--- src/rtl/cpu_ctrl_pkg.sv ---
// Shared definitions for the instruction control sequencer: opcode values,
// T-state encoding, instruction classes, ALU function codes and the packed
// control word driven onto the datapath strobes.
// Optional build macro: SINGLE_STEP_EN adds the PAUSE state.
package cpu_ctrl_pkg;

    localparam int OPC_W = 5;
    localparam int ALU_W = 5;

    localparam logic [OPC_W-1:0] OP_LD   = 5'b00000;
    localparam logic [OPC_W-1:0] OP_LDI  = 5'b00001;
    localparam logic [OPC_W-1:0] OP_ST   = 5'b00010;
    localparam logic [OPC_W-1:0] OP_ADD  = 5'b00011;
    localparam logic [OPC_W-1:0] OP_SUB  = 5'b00100;
    localparam logic [OPC_W-1:0] OP_AND  = 5'b00101;
    localparam logic [OPC_W-1:0] OP_OR   = 5'b00110;
    localparam logic [OPC_W-1:0] OP_ADDI = 5'b01100;
    localparam logic [OPC_W-1:0] OP_ANDI = 5'b01101;
    localparam logic [OPC_W-1:0] OP_ORI  = 5'b01110;
    localparam logic [OPC_W-1:0] OP_BR   = 5'b10010;
    localparam logic [OPC_W-1:0] OP_NOP  = 5'b11010;
    localparam logic [OPC_W-1:0] OP_HALT = 5'b11011;

    // The ALU is driven with the ISA opcode of the matching register operation
    localparam logic [ALU_W-1:0] ALU_ADD = OP_ADD;
    localparam logic [ALU_W-1:0] ALU_SUB = OP_SUB;
    localparam logic [ALU_W-1:0] ALU_AND = OP_AND;
    localparam logic [ALU_W-1:0] ALU_OR  = OP_OR;

    typedef enum logic [3:0] {
        ST_IDLE,
        ST_T0,
        ST_T1,
        ST_T2,
        ST_DEC,
        ST_T3,
        ST_T4,
        ST_T5,
        ST_T6,
        ST_T7,
`ifdef SINGLE_STEP_EN
        ST_PAUSE,
`endif
        ST_HALT
    } state_t;

    typedef enum logic [3:0] {
        CL_RTYPE,
        CL_ITYPE,
        CL_LD,
        CL_LDI,
        CL_ST,
        CL_BR,
        CL_NOP,
        CL_HALT,
        CL_ILLEGAL
    } op_class_t;

    typedef struct packed {
        logic             gra;
        logic             grb;
        logic             grc;
        logic             rin;
        logic             rout;
        logic             baout;
        logic             cout;
        logic             pcout;
        logic             pcin;
        logic             incpc;
        logic             marin;
        logic             mdrin;
        logic             mdrout;
        logic             irin;
        logic             yin;
        logic             zin;
        logic             zlowout;
        logic             conin;
        logic             read;
        logic             write;
        logic [ALU_W-1:0] alu_op;
        logic             halted;
        logic             illegal_op;
    } ctrl_word_t;

    // Map an opcode onto the microcode sequence it follows
    function automatic op_class_t classify(input logic [OPC_W-1:0] opc);
        op_class_t cls;
        cls = CL_ILLEGAL;
        case (opc)
            OP_ADD, OP_SUB, OP_AND, OP_OR: cls = CL_RTYPE;
            OP_ADDI, OP_ANDI, OP_ORI:      cls = CL_ITYPE;
            OP_LD:                         cls = CL_LD;
            OP_LDI:                        cls = CL_LDI;
            OP_ST:                         cls = CL_ST;
            OP_BR:                         cls = CL_BR;
            OP_NOP:                        cls = CL_NOP;
            OP_HALT:                       cls = CL_HALT;
            default:                       cls = CL_ILLEGAL;
        endcase
        return cls;
    endfunction

    // Immediate forms reuse the ALU function of their register counterpart
    function automatic logic [ALU_W-1:0] imm_alu_op(input logic [OPC_W-1:0] opc);
        logic [ALU_W-1:0] op;
        op = ALU_ADD;
        case (opc)
            OP_ANDI: op = ALU_AND;
            OP_ORI:  op = ALU_OR;
            default: op = ALU_ADD;
        endcase
        return op;
    endfunction

endpackage

--- src/rtl/ctrl_word_decode.sv ---
// Combinational decode of the current T-state, the opcode held in the IR and
// the branch condition into one control word for the datapath.
// Optional build macro: SINGLE_STEP_EN (PAUSE decodes to an all-zero word).
module ctrl_word_decode
    import cpu_ctrl_pkg::*;
(
    input  state_t           state,
    input  logic [OPC_W-1:0] opcode,
    input  logic             con_ff,
    output ctrl_word_t       cw
);

    op_class_t op_class;

    assign op_class = classify(opcode);

    // Strobes for the active T-state; anything not listed stays low
    always_comb begin
        cw = '0;
        case (state)
            ST_T0: begin
                cw.pcout  = 1'b1;
                cw.marin  = 1'b1;
                cw.incpc  = 1'b1;
                cw.zin    = 1'b1;
                cw.alu_op = ALU_ADD;
            end
            ST_T1: begin
                cw.zlowout = 1'b1;
                cw.pcin    = 1'b1;
                cw.read    = 1'b1;
                cw.mdrin   = 1'b1;
            end
            ST_T2: begin
                cw.mdrout = 1'b1;
                cw.irin   = 1'b1;
            end
            ST_DEC: begin
                cw.illegal_op = (op_class == CL_ILLEGAL);
            end
            ST_T3: begin
                case (op_class)
                    CL_RTYPE, CL_ITYPE: begin
                        cw.grb  = 1'b1;
                        cw.rout = 1'b1;
                        cw.yin  = 1'b1;
                    end
                    CL_LD, CL_LDI, CL_ST: begin
                        cw.grb   = 1'b1;
                        cw.baout = 1'b1;
                        cw.yin   = 1'b1;
                    end
                    CL_BR: begin
                        cw.gra   = 1'b1;
                        cw.rout  = 1'b1;
                        cw.conin = 1'b1;
                    end
                    default: ;
                endcase
            end
            ST_T4: begin
                case (op_class)
                    CL_RTYPE: begin
                        cw.grc    = 1'b1;
                        cw.rout   = 1'b1;
                        cw.zin    = 1'b1;
                        cw.alu_op = opcode;
                    end
                    CL_ITYPE: begin
                        cw.cout   = 1'b1;
                        cw.zin    = 1'b1;
                        cw.alu_op = imm_alu_op(opcode);
                    end
                    CL_LD, CL_LDI, CL_ST: begin
                        cw.cout   = 1'b1;
                        cw.zin    = 1'b1;
                        cw.alu_op = ALU_ADD;
                    end
                    CL_BR: begin
                        cw.pcout = 1'b1;
                        cw.yin   = 1'b1;
                    end
                    default: ;
                endcase
            end
            ST_T5: begin
                case (op_class)
                    CL_RTYPE, CL_ITYPE, CL_LDI: begin
                        cw.zlowout = 1'b1;
                        cw.gra     = 1'b1;
                        cw.rin     = 1'b1;
                    end
                    CL_LD, CL_ST: begin
                        cw.zlowout = 1'b1;
                        cw.marin   = 1'b1;
                    end
                    CL_BR: begin
                        cw.cout   = 1'b1;
                        cw.zin    = 1'b1;
                        cw.alu_op = ALU_ADD;
                    end
                    default: ;
                endcase
            end
            ST_T6: begin
                case (op_class)
                    CL_LD: begin
                        cw.read  = 1'b1;
                        cw.mdrin = 1'b1;
                    end
                    CL_ST: begin
                        cw.gra   = 1'b1;
                        cw.rout  = 1'b1;
                        cw.mdrin = 1'b1;
                    end
                    CL_BR: begin
                        // Branch target only reaches the PC when taken
                        cw.zlowout = con_ff;
                        cw.pcin    = con_ff;
                    end
                    default: ;
                endcase
            end
            ST_T7: begin
                case (op_class)
                    CL_LD: begin
                        cw.mdrout = 1'b1;
                        cw.gra    = 1'b1;
                        cw.rin    = 1'b1;
                    end
                    CL_ST: begin
                        cw.write = 1'b1;
                    end
                    default: ;
                endcase
            end
            ST_HALT: begin
                cw.halted = 1'b1;
            end
            default: ;
        endcase
    end

endmodule

--- src/rtl/control_sequencer.sv ---
// Moore control sequencer: steps through the fetch T-states, decodes the IR
// opcode and walks the per-class execute T-states, driving the datapath
// register selects and strobes from the state register.
// Optional build macro: SINGLE_STEP_EN adds the step input and a PAUSE state
// entered after every instruction.
module control_sequencer
    import cpu_ctrl_pkg::*;
(
    input  logic             clock,
    input  logic             reset_n,
    input  logic             run,
    input  logic [31:0]      ir,
    input  logic             con_ff,
    input  logic             mem_ready,
`ifdef SINGLE_STEP_EN
    input  logic             step,
`endif
    output logic             Gra,
    output logic             Grb,
    output logic             Grc,
    output logic             Rin,
    output logic             Rout,
    output logic             BAout,
    output logic             Cout,
    output logic             PCout,
    output logic             PCin,
    output logic             IncPC,
    output logic             MARin,
    output logic             MDRin,
    output logic             MDRout,
    output logic             IRin,
    output logic             Yin,
    output logic             Zin,
    output logic             Zlowout,
    output logic             CONin,
    output logic             Read,
    output logic             Write,
    output logic [ALU_W-1:0] alu_op,
    output logic             halted,
    output logic             illegal_op
);

`ifdef SINGLE_STEP_EN
    localparam state_t INSTR_DONE = ST_PAUSE;
`else
    localparam state_t INSTR_DONE = ST_T0;
`endif

    state_t           state;
    logic [OPC_W-1:0] opcode;
    op_class_t        op_class;
    ctrl_word_t       cw;
    logic             ir_unused;

    assign opcode    = ir[31:27];
    assign op_class  = classify(opcode);
    // Register fields are consumed by the datapath, not by the sequencer
    assign ir_unused = ^ir[26:0];

    // State register with next-state selection; reset aborts any instruction
    always_ff @(posedge clock or negedge reset_n) begin
        if (!reset_n) begin
            state <= ST_IDLE;
        end else begin
            case (state)
                ST_IDLE: state <= run ? ST_T0 : ST_IDLE;
                ST_T0:   state <= ST_T1;
                ST_T1:   state <= mem_ready ? ST_T2 : ST_T1;
                ST_T2:   state <= ST_DEC;
                ST_DEC: begin
                    case (op_class)
                        CL_NOP, CL_ILLEGAL: state <= INSTR_DONE;
                        CL_HALT:            state <= ST_HALT;
                        default:            state <= ST_T3;
                    endcase
                end
                ST_T3:   state <= ST_T4;
                ST_T4:   state <= ST_T5;
                ST_T5: begin
                    case (op_class)
                        CL_LD, CL_ST, CL_BR: state <= ST_T6;
                        default:             state <= INSTR_DONE;
                    endcase
                end
                ST_T6: begin
                    case (op_class)
                        CL_LD:   state <= mem_ready ? ST_T7 : ST_T6;
                        CL_ST:   state <= ST_T7;
                        default: state <= INSTR_DONE;
                    endcase
                end
                ST_T7: begin
                    if (op_class == CL_ST && !mem_ready) begin
                        state <= ST_T7;
                    end else begin
                        state <= INSTR_DONE;
                    end
                end
`ifdef SINGLE_STEP_EN
                ST_PAUSE: state <= step ? ST_T0 : ST_PAUSE;
`endif
                ST_HALT: state <= ST_HALT;
                default: state <= ST_IDLE;
            endcase
        end
    end

    ctrl_word_decode u_decode (
        .state  (state),
        .opcode (opcode),
        .con_ff (con_ff),
        .cw     (cw)
    );

    assign Gra        = cw.gra;
    assign Grb        = cw.grb;
    assign Grc        = cw.grc;
    assign Rin        = cw.rin;
    assign Rout       = cw.rout;
    assign BAout      = cw.baout;
    assign Cout       = cw.cout;
    assign PCout      = cw.pcout;
    assign PCin       = cw.pcin;
    assign IncPC      = cw.incpc;
    assign MARin      = cw.marin;
    assign MDRin      = cw.mdrin;
    assign MDRout     = cw.mdrout;
    assign IRin       = cw.irin;
    assign Yin        = cw.yin;
    assign Zin        = cw.zin;
    assign Zlowout    = cw.zlowout;
    assign CONin      = cw.conin;
    assign Read       = cw.read;
    assign Write      = cw.write;
    assign alu_op     = cw.alu_op;
    assign halted     = cw.halted;
    assign illegal_op = cw.illegal_op;

endmodule

--- config.mk ---
export PLATFORM = sky130hd
export DESIGN_NAME = control_sequencer
export DESIGN_NICKNAME = d
export VERILOG_FILES = /design/src/rtl/cpu_ctrl_pkg.sv /design/src/rtl/ctrl_word_decode.sv /design/src/rtl/control_sequencer.sv
export SDC_FILE = /design/constraint.sdc
export NUM_CORES = 1
export LEC_CHECK = 0
export BUFFER_PORTS_ARGS = -buffer_cell sky130_fd_sc_hd__buf_2
export CAP_MARGIN = 15
export CORE_MARGIN = 1
export CORE_UTILIZATION = 40
export DETAILED_ROUTE_END_ITERATION = 10
export MAX_ROUTING_LAYER = met4
export PLACE_DENSITY = 0.79
export SYNTH_ARGS = -nofsm -noshare
export SYNTH_HDL_FRONTEND = slang
export SYNTH_SLANG_ARGS = --single-unit
export TNS_END_PERCENT = 1
--- constraint.sdc ---
create_clock -name clock -period 1.9 [get_ports clock]
set_input_delay 0.095 -clock clock [delete_from_list [all_inputs] [get_ports clock]]
set_output_delay 0.095 -clock clock [all_outputs]
set_load 0.02 [all_outputs]
==> results.py <==
metrics = {
    "outcome": {
        "status": "finished, final reports clean",
    },
    "setup_path": {
        "crit_end": "Zlowout",
        "startpoint": "state[1]$_DFF_PN0_",
        "reg2reg_slack_ns": 0.44,
        "rr_endpoint": "state[0]$_DFF_PN0_",
        "r2r-start": "state[1]$_DFF_PN0_",
        "reg2regPathDepth": 4,
        "worst_path_max_delay_cell": "dfrtp_1",
        "crit_type": "flop to output port",
        "startpoint_type": "flop",
        "critPathMaxFanout": 21,
        "required_ns": 1.80,
        "worstSetupEndpointType": "output port",
        "cpPeakStageDelay_ns": 0.40,
        "cp_cell_sequence": "buf_12 > nand3b_1 > or3_4 > a21boi_2 > o21bai_1 > buf_4",
        "arrival_ns": 1.77,
    },
    "synth": {
        "yosys-top-cells-count": "buf_2, inv_1, nand2_1, nor2_1",
        "syn-cell-area_um2": 897,
        "ys_seq_area_share_pct": 11.2,
        "async_reset_ff_share_pct": 100,
        "synth_cell_types": 49,
        "synth_area_per_cell_um2": 7.01,
        "synth_edf_count": 0,
        "yosys.area.top_type": "dfrtp_1",
        "postSynthCellCount": 128,
        "synth_area_leaders": "dfrtp_1, nand3b_1, buf_2",
        "yosys_most_used_dff": "dfrtp_1",
        "yosys_warnings": 0,
        "ys_seq_elements": 4,
        "yosysTopAreaCellShare_pct": 11.2,
    },
    "clock_tree": {
        "clk_path_buf_depth": 2,
        "cts_buffers": 3,
        "cts_sinks": 4,
        "cts-root-buf": "clkbuf_4",
        "worstSkewPairLatency_ns": 0.25,
        "tritoncts": "done",
        "clk_pin_slew_ns": 0.04,
        "cts-htree-levels": 1,
    },
    "finish": {
        "finish.net_count": 209,
        "antenna_cells": 0,
        "drive_gt1_share_pct": 42.9,
        "largest_reg_flops": 4,
        "reg.largest.list": "state: 4 flops",
        "area.growth.synth_to_final_pct": 45.7,
        "top_register": "state",
        "final_cells": 197,
    },
    "grt": {
        "grt_overflow": 0,
        "grt_max_degree": 22,
        "grt_use_met3_pct": 2.18,
        "met2_usage_pct": 40.9,
        "grt_pass1_wl_mm": 4.79,
        "grt_pass1_vias": 1023,
        "grt_usage_pct": 26.3,
        "met1_usage_pct": 33.8,
        "grt_busiest_layer": "met2",
        "antenna_found_initial": 0,
    },
    "routing": {
        "vias_per_cell": 5.97,
        "vias": 1176,
        "ant_nets": 0,
        "dr.first_iter.drc_count": 38,
        "first_pass_iters": 4,
        "wl_per_cell_um": 16.4,
        "wl_mm": 3.24,
        "drc": 0,
    },
    "pwr": {
        "totalPowerFinal_w": 0.00134,
        "ir_worst_vdd_mv": 0.679,
        "p_leak_nw": 0.581,
        "p_per_area_nw_per_um2": 1020,
    },
    "timing": {
        "tightestPinTransition_ns": 0.620,
        "fmax_mhz": 537,
        "hold_viol": 0,
        "slew_violations": 0,
        "fin_setup_tns_ns": 0,
        "grt_setup_unrepaired": "true",
        "skew_ns": 0.00847,
        "finalCritPeriodShare_pct": 98.0,
        "min_period_ns": 1.86,
        "setup_viol": 0,
        "slew-limit-headroom_pct": 57.6,
        "holdWs_ns": 0.152,
    },
    "floorplan": {
        "start_util_pct": 43.9,
        "dieHeight_um": 49.4,
        "core.rowCount": 16,
        "core-area_um2": 2040,
        "num_io_pins": 64,
        "fp.dieW_um": 49.4,
        "die_area_um2": 2440,
    },
    "hold_path": {
        "hold_class": "primary input to flop",
        "hp-start": "mem_ready",
    },
    "place": {
        "dpl.hpwl_mm": 2.06,
        "dp_cells": 187,
        "portBuffers": 34,
        "place_congestion": 0.943,
    },
    "flow_run": {
        "max_cap_viol_count": 0,
    },
}
[stage by stage]
stage | utilization [%] | area, um2 | setup slack [ns]
2_1_floorplan | - | 907 | 0.203
3_3_place_gp | 54.7 | 1120 | 0.165
3_5_place_dp | 54.7 | 1120 | 0.132
4_1_cts | 57.7 | 1180 | 0.00517
5_1_grt | 64.0 | 1310 | -0.0214
6_report | 64.0 | 1310 | 0.0384
[layer usage]
metal | part of all wire (%) | wire [um] | vias up
li1 | - | - | 557
met1 | 39 | 1260 | 552
met2 | 52 | 1680 | 61
met3 | 7.4 | 241 | 6
met4 | 1.9 | 63 | 0
met5 | 0 | 0 | -
[final cells by class]
type | count | area, um2
multi-input combinational | 103 | 788
fill | 188 | 734
timing repair buffer | 51 | 328
sequential | 4 | 101
inverter | 9 | 33.8
tap | 27 | 33.8
clock buffer | 3 | 22.5
[logic make-up after synthesis]
kind of cell	Yosys count	share of synthesized area (%)
buffers and inverters	22	11.6
AO/OA/AOI/OAI	41	32.6
multiplexers	1	1.26
XOR/XNOR	5	4.88
flip-flops	4	11.2
other	1	0.418
AND/OR/NAND/NOR	54	38.1
[placed cells by master (no fill, tap or decap), drive strengths merged, types with 3 or more instances in the layout]
cell,instances
nand2,8
nor3,3
xnor2,3
a311oi,3
clkbuf,3
nand3,3
nand3b,6
buf,50
a2111oi,3
dfrtp,4
nor2,8
nor3b,3
a21o,3
o21ai,7
inv,9
or3,4
a21oi,6
o211ai,3
nand2b,6
o22ai,3
[worst min-delay path by stage]
stage,endpoint,slack [ns],cells past startpoint
global route,state[3]$_DFF_PN0_,0.15,2
global placement,state[3]$_DFF_PN0_,-0.10,1
floorplan,state[0]$_DFF_PN0_,-0.20,0
detailed placement,state[2]$_DFF_PN0_,-0.1,1
CTS,state[3]$_DFF_PN0_,0.14,2
finish,state[3]$_DFF_PN0_,0.15,2
[worst max-delay path: cells and delay by family, from the launching register on]
family                 cells  cell delay (ns)
AO/OA/AOI/OAI              2             0.28
buffers and inverters      2             0.33
flip-flops                 1             0.40
AND/OR/NAND/NOR            2             0.50
[repair_timing]
item	4_1_cts	5_1_grt
endpoints found under the setup margin	3	9
gates resized for setup	9	17
hold buffers	1	0
setup buffers	0	6
hold endpoints to repair	4	0
pin swaps	0	6
[report_power, final]
part,switching [W],internal (W)
Clock,0.0000416,0.0000711
Sequential,0.0000543,0.000120
Combinational,0.000615,0.000434
Total,0.000711,0.000625
(Power assumes the default switching activity.)
